<file path="src/rtl/train_scheduler.sv">
`default_nettype none
// ============================================================================
//  Module      : train_scheduler
//  Description : Walks every sample of the dataset through EPOCH_MAX+1 epochs.
//                Each step is offered to the update datapath over a
//                valid/ready handshake; the next step is issued after the
//                datapath's step-complete pulse. The learning rate is a
//                registered lookup of the epoch, loaded with the epoch.
//  Revision    : 1.0 - initial release
// ============================================================================
module train_scheduler #(
    parameter int inst_sig_width = 23,
    parameter int inst_exp_width = 8,
    parameter int EPOCH_MAX      = 24,
    parameter int SAMPLES        = 100
) (
    input  logic                                   clk,
    input  logic                                   rst,
    input  logic                                   start,
    input  logic                                   abort,
    output logic                                   step_valid,
    input  logic                                   step_ready,
    input  logic                                   step_done,
    output logic [$clog2(SAMPLES)-1:0]             sample_idx,
    output logic [$clog2(EPOCH_MAX):0]             epoch,
    output logic [inst_sig_width+inst_exp_width:0] lr,
    output logic                                   busy,
    output logic                                   done
);

    localparam int c_SW = $clog2(SAMPLES);
    localparam int c_EW = $clog2(EPOCH_MAX) + 1;
    localparam int c_LW = inst_sig_width + inst_exp_width + 1;

    localparam logic [1:0] c_IDLE  = 2'd0;
    localparam logic [1:0] c_ISSUE = 2'd1;
    localparam logic [1:0] c_WAIT  = 2'd2;
    localparam logic [1:0] c_DONE  = 2'd3;

    localparam logic [c_SW-1:0] c_SAMPLE_LAST = c_SW'(SAMPLES - 1);
    localparam logic [c_EW-1:0] c_EPOCH_LAST  = c_EW'(EPOCH_MAX);

    logic [1:0]      r_state;
    logic [1:0]      w_state_next;
    logic [c_SW-1:0] r_sample_idx;
    logic [c_SW-1:0] w_sample_next;
    logic [c_EW-1:0] r_epoch;
    logic [c_EW-1:0] w_epoch_next;
    logic [c_LW-1:0] r_lr;

    // Learning-rate schedule: one value per group of four epochs, with the
    // final epoch (24) getting its own step down; anything else reads zero.
    function automatic logic [c_LW-1:0] lr_lookup(input logic [c_EW-1:0] ep);
        logic [31:0] v_e32;
        logic [31:0] v_lr;
        v_e32 = 32'(ep);
        v_lr  = 32'h0;
        if (v_e32 == 32'd24) begin
            v_lr = 32'h328637bd;
        end else begin
            case (v_e32 >> 2)
                32'd0:   v_lr = 32'h358637bd;
                32'd1:   v_lr = 32'h350637bd;
                32'd2:   v_lr = 32'h348637bd;
                32'd3:   v_lr = 32'h340637bd;
                32'd4:   v_lr = 32'h338637bd;
                32'd5:   v_lr = 32'h330637bd;
                default: v_lr = 32'h0;
            endcase
        end
        return c_LW'(v_lr);
    endfunction

    // State register.
    always_ff @(posedge clk) begin
        if (rst) begin
            r_state <= c_IDLE;
        end else begin
            r_state <= w_state_next;
        end
    end

    // Next-state, counter advance and state-decoded outputs; abort overrides all.
    always_comb begin
        w_state_next  = r_state;
        w_sample_next = r_sample_idx;
        w_epoch_next  = r_epoch;
        step_valid    = 1'b0;
        busy          = 1'b1;
        done          = 1'b0;
        case (r_state)
            c_IDLE: begin
                busy          = 1'b0;
                w_sample_next = '0;
                w_epoch_next  = '0;
                if (start) begin
                    w_state_next = c_ISSUE;
                end
            end
            c_ISSUE: begin
                step_valid = 1'b1;
                if (step_ready) begin
                    w_state_next = c_WAIT;
                end
            end
            c_WAIT: begin
                if (step_done) begin
                    if (r_sample_idx < c_SAMPLE_LAST) begin
                        w_sample_next = r_sample_idx + c_SW'(1);
                        w_state_next  = c_ISSUE;
                    end else if (r_epoch < c_EPOCH_LAST) begin
                        w_sample_next = '0;
                        w_epoch_next  = r_epoch + c_EW'(1);
                        w_state_next  = c_ISSUE;
                    end else begin
                        w_state_next = c_DONE;
                    end
                end
            end
            c_DONE: begin
                done          = 1'b1;
                w_sample_next = '0;
                w_epoch_next  = '0;
                w_state_next  = c_IDLE;
            end
            default: begin
                w_state_next = c_IDLE;
            end
        endcase
        if (abort) begin
            w_state_next  = c_IDLE;
            w_sample_next = '0;
            w_epoch_next  = '0;
        end
    end

    // Step counters; lr is loaded from the same next-epoch value so the two
    // always change on the same edge.
    always_ff @(posedge clk) begin
        if (rst) begin
            r_sample_idx <= '0;
            r_epoch      <= '0;
            r_lr         <= lr_lookup('0);
        end else begin
            r_sample_idx <= w_sample_next;
            r_epoch      <= w_epoch_next;
            r_lr         <= lr_lookup(w_epoch_next);
        end
    end

    assign sample_idx = r_sample_idx;
    assign epoch      = r_epoch;
    assign lr         = r_lr;

endmodule
`default_nettype wire

</file>
<file path="config.mk">
export PLATFORM = sky130hd
export DESIGN_NAME = train_scheduler
export DESIGN_NICKNAME = d
export VERILOG_FILES = /design/src/rtl/train_scheduler.sv
export SDC_FILE = /design/constraint.sdc
export NUM_CORES = 1
export LEC_CHECK = 0
export ABC_AREA = 1
export CAP_MARGIN = 30
export CELL_PAD_IN_SITES_DETAIL_PLACEMENT = 1
export CELL_PAD_IN_SITES_GLOBAL_PLACEMENT = 1
export CORE_MARGIN = 2
export CORE_UTILIZATION = 30
export DETAILED_ROUTE_END_ITERATION = 12
export PLACE_DENSITY_LB_ADDON = 0.1
export RECOVER_POWER = 100
export SYNTH_ARGS = -nofsm -noshare
export SYNTH_HDL_FRONTEND = slang
export SYNTH_SLANG_ARGS = --single-unit
</file>
<file path="constraint.sdc">
create_clock -name clk -period 1.74 [get_ports clk]
set_input_delay 0.174 -clock clk [delete_from_list [all_inputs] [get_ports clk]]
set_output_delay 0.174 -clock clk [all_outputs]
set_load 0.005 [all_outputs]
</file>
==> Yosys cells after proc, flatten, opt, wreduce, memory -nomap -nowiden <==
Index checks and enable logic that the tools add are counted.
W data, S select, Z words.
{ "op_classes": {"add_sub_neg": 2, "n_lt_le_gt_ge": 2, "n_reduce_logical": 8, "muxes": 20, "eq_ne": 13} }
{ "ops": {"columns": ["op", "n"], "rows": [
  ["$pmux W30 S6", 1],
  ["$logic_not A32 Y1", 1],
  ["$mux W27", 1],
  ["$mux W6", 4],
  ["$mux W7", 3],
  ["$pmux W7 S2", 1],
  ["$pmux W6 S2", 1],
  ["$mux W2", 5],
  ["$eq A4 B2 Y1 const B", 2],
  ["$eq A4 B3 Y1 const B", 2],
  ["$pmux W2 S4", 1],
  ["$add A7 B1 Y7 const B", 1],
  ["$lt A7 B7 Y1 const B", 1],
  ["$add A6 B1 Y6 const B", 1],
  ["$eq A6 B5 Y1 const B", 1],
  ["$lt A6 B5 Y1 const B", 1],
  ["$ne A2 B2 Y1 const B", 3],
  ["$reduce_and A3 Y1", 2],
  ["$reduce_or A2 Y1", 3],
  ["$eq A2 B2 Y1 const B", 2],
  ["$eq A4 B1 Y1 const B", 1],
  ["$mux W1", 3],
  ["$ne A3 B3 Y1 const B", 1],
  ["$eq A2 B1 Y1 const B", 1],
  ["other kinds (2)", 2]
]} }
{ "totals": {"ff_bits": 45, "inputBits": 6, "word_cells": 50} }

==> Longest topological paths before layout <==
{ "depth": {"word_depth": 9, "mapped_depth": 13} }

==> Worst setup path before layout <==
OpenSTA, ideal clock, no wires.
{ "synth_path": {"path_type": "register to register", "start": "register r_state[1]", "end": "register r_lr[25], in the netlist lr[25]", "arrival_time_ns": 1.543, "path_buffers": 0, "slack_ns": 0.133, "stages_incl_launch_ff": 12, "synth_period_minus_slack_ns": 1.607, "path_cell_list": "dfxtp_1 inv_1 ha_1 nor2_2 nand3_1 o21bai_2 nand3_2 nor2_2 nand2_2 nor2_2 nor2_1 nor2_2"} }
{ "synth_between": {"elab_chain_cells": 7} }
{ "synth_rtl": {"columns": ["element", "line", "rtl"], "rows": [
  ["start, declared", "43", "logic [1:0] r_state;"],
  ["start signal, assigned", "77", "r_state <= c_IDLE;"],
  ["start signal, assigned", "79", "r_state <= w_state_next;"],
  ["$eq A2 B2 Y1 / $logic_not A2 Y1 (equally long branches)", "91", "case (r_state)"],
  ["$reduce_or A2 Y1 (no line)", null, null],
  ["$pmux W6 S2 (*)", "91", null],
  ["$mux W6 (*)", "130", "if (abort) begin"],
  ["$logic_not A32 Y1 (tied with other cells)", "61", "case (v_e32 >> 2)"],
  ["$pmux W30 S6", "61", null],
  ["$mux W27 (*)", "58", "if (v_e32 == 32'd24) begin"],
  ["end signal, assigned", "143", "r_lr <= lr_lookup('0);"],
  ["end signal, assigned", "147", "r_lr <= lr_lookup(w_epoch_next);"],
  ["end, declared", "49", "logic [c_LW-1:0] r_lr;"]
]} }
Every way passes the cells marked *; elsewhere a longest branch is shown, timed or not.
A chain may end at the register's enable or synchronous reset.

==> Worst setup path in the final report <==
{ "layout_path": {"start": "register r_state[1]", "end": "output step_valid"} }
{ "layout_between": {"elab_chain_cells": 2} }
{ "layout_rtl": {"columns": ["element", "line", "rtl"], "rows": [
  ["$eq A2 B1 Y1", "91", null],
  ["$mux W1", "91", null],
  ["end, declared", "21", "output logic step_valid,"]
]} }
Every way passes these cells.

==> results.py <==
metrics = {
    "grt": {
        "antenna_found_initial": 0,
        "grt_use_total": 0.138,
        "grt_max_degree": 16,
        "grt-ovfl-total": 0,
        "grt_pass1_vias": 1296,
        "grt_pass1_wl_mm": 5.67,
    },
    "pwr": {
        "power_density_nw_per_um2": 560,
        "p_leak_nw": 0.812,
        "ir_worst_vdd_v": 0.000204,
    },
    "synthesis": {
        "synth_fa_ha_area_frac": 0.0655,
        "yosysUniqueCellTypes": 33,
        "synth_area_um2": 1340,
        "synth-compound-area-share": 0.0974,
        "synth_xor_area_frac": 0,
        "ys_ff_latch": 20,
        "syn_area_per_cell_um2": 7.55,
        "synth_top_family_by_area": "simple AND/OR/NAND/NOR gates",
        "ys_warn_count": 0,
        "synth-simple-area-share": 0.308,
        "syn_inst": 177,
        "synth_seq_area_share": 0.300,
        "synthMuxAreaShare": 0,
    },
    "clocking": {
        "cts_buffer_depth": 2,
        "cts_tree": "built",
        "cts_buffers": 3,
        "root_buffer": "clkbuf_8",
        "hold_buffers": 0,
        "clkSlewWorstSetupHoldPaths_ns": 0.08,
        "clkLatencyLatePin_ns": 0.26,
        "cts.sinks": 20,
        "h-tree-depth": 1,
    },
    "worst_setup_path": {
        "cp.arrival_ns": 1.48,
        "end_kind": "output pin",
        "crit_start": "r_state[1]$_SDFFE_PP0P_",
        "r2r_end": "sample_idx[6]$_SDFFE_PP0P_",
        "cp_max_fo": 5,
        "r2r_slack_ns": 0.11,
        "reg2reg_from": "r_state[1]$_SDFFE_PP0P_",
        "required_ns": 1.57,
        "start_kind": "flop",
        "path_class": "flop to output pin",
        "worstRegToRegCells": 10,
    },
    "sta": {
        "fin_crit_sh": 0.949,
        "whs_ns": 0.475,
        "finClkSkew_ns": 0.00240,
        "rsz0062_at_grt": "yes",
        "drv_slew": 0,
        "max_freq_mhz": 606,
        "timing_hold_violations_final": 0,
        "setup_viol": 0,
        "period_needed_ns": 1.65,
    },
    "place": {
        "gp_congestion": 0.780,
        "hpwl_mm": 2.71,
        "dp_cells": 269,
        "io_buffers": 40,
    },
    "die": {
        "coreArea_um2": 4320,
        "dieArea_um2": 5000,
        "initial_utilization": 0.309,
        "die_w_um": 70.7,
        "die_y_um": 70.7,
        "num_rows": 24,
        "io_pins": 54,
    },
    "final_layout": {
        "fin_util": 0.441,
        "fin_cells": 275,
        "drive_above_1_share": 0.260,
        "layout_commonest_cell": "clkdlybuf4s50_1",
        "nets": 237,
        "antennaDiodeCount": 0,
        "nFillCells": 546,
        "syn2layout_area_growth_pct": 42.8,
        "final_cell_mix": "clkdlybuf4s50_1, inv_1, nand2_1, nor2_1, dfxtp_1",
    },
    "route": {
        "ant_nets": 0,
        "drc": 0,
        "firstDrtPassIters": 4,
        "wl_per_cell_um": 12.2,
        "wl_mm": 3.34,
        "vias_per_cell": 4.43,
        "drt-initial-drc-count": 43,
        "vias": 1218,
    },
    "hold_path": {
        "min_from": "sample_idx[6]$_SDFFE_PP0P_",
        "min_path_cells": 2,
        "holdPathEnd": "sample_idx[6]$_SDFFE_PP0P_",
        "hold_path_class": "flop to flop",
    },
    "flow_run": {
        "cap_viol_max_count": 0,
    },
    "run_status": {
        "status": "completed",
    },
}
-- cell usage after synthesis (all sizes together) --
| library cell | count | area, um2 |
|---|---|---|
| nand3b | 1 | 7.51 |
| nor4 | 1 | 6.26 |
| or2 | 1 | 6.26 |
| nand3 | 13 | 85.1 |
| a31oi | 2 | 12.5 |
| buf | 28 | 206 |
| nand2 | 26 | 123 |
| ha | 7 | 87.6 |
| o211ai | 1 | 7.51 |
| inv | 25 | 96.4 |
| conb | 1 | 3.75 |
| nor3b | 2 | 15.0 |
| o21bai | 2 | 18.8 |
| nor2 | 29 | 144 |
| o21ai | 7 | 38.8 |
| nor3 | 4 | 25.0 |
| dfxtp | 20 | 400 |
| a21oi | 5 | 36.3 |
| o221ai | 1 | 8.76 |
| a211oi | 1 | 7.51 |
-- routing by layer --
layer / vias to the layer above / track usage / share of wire
li1: 614 / - / -
met3: 4 / 0.0199 / 0.035
met4: 0 / 0.0377 / 0.0081
met2: 32 / 0.259 / 0.53
met5: - / 0 / 0
met1: 568 / 0.161 / 0.43
-- registers in the layout, summed over array words and instances (netlist names) --
signal	cells
lr	5
sample_idx	7
r_state	2
epoch	6
-- through the flow --
stage	TNS (ns)	power (mW)	cell area, um2	setup WS, ns
floorplan	0	0.556	1380	0.133
global placement	-0.000400	0.594	1760	-0.000400
detailed placement	-0.0552	0.596	1760	-0.0469
CTS	0	1.08	1840	0.0293
global route	-0.0579	1.12	1910	-0.0426
finish	0	1.07	1910	0.0896
-- power breakdown --
| part | internal, mW | total (mW) | switching [mW] |
|---|---|---|---|
| Combinational | 0.0632 | 0.132 | 0.0687 |
| Clock | 0.307 | 0.470 | 0.163 |
| Sequential | 0.461 | 0.466 | 0.00566 |
| Total | 0.831 | 1.07 | 0.238 |
-- final cells by class --
class,instances,area (um2),share of cell area
multi-input combinational,116,723,0.379
timing repair buffer,58,547,0.287
sequential,20,405,0.212
inverter,25,96.3,0.0505
tap,52,65.1,0.0341
clock buffer,3,41.3,0.0216
clock inverter,1,30.0,0.0157
-- how the worst max path moves through the flow --
| stage | to | slack (ns) | cells past startpoint |
|---|---|---|---|
| final | step_valid | 0.09 | 4 |
| after global routing | lr[25]$_SDFF_PP0_ | -0.04 | 13 |
| after CTS | step_valid | 0.03 | 4 |
| after detailed placement | lr[25]$_SDFF_PP0_ | -0.05 | 13 |
| after global placement | lr[25]$_SDFF_PP0_ | -0.0004 | 13 |
| after floorplan | lr[25]$_SDFF_PP0_ | 0.13 | 11 |
-- cell families (layout without fill, tap and decap cells) --
| group | Yosys count | in the layout |
|---|---|---|
| AND/OR/NAND/NOR | 77 | 77 |
| buffers and inverters | 53 | 87 |
| flip-flops | 20 | 20 |
| AO/OA/AOI/OAI | 19 | 19 |
| adder cells (fa/ha/maj) | 7 | 7 |
| other | 1 | 13 |
-- worst max-delay path, cell delays in order, from the launching register on --
cell and delay [ns]:
dfxtp_2 0.33, inv_1 0.10, ha_4 0.20, buf_4 0.12, clkdlybuf4s50_1 0.48
-- timing repair --
| item | CTS | global route |
|---|---|---|
| pin swaps | 0 | 1 |
| endpoints found under the setup margin | 6 | 9 |
| gates resized for setup | 3 | 10 |
| setup buffers | 1 | 1 |
Power figures use the tool's default switching activity.
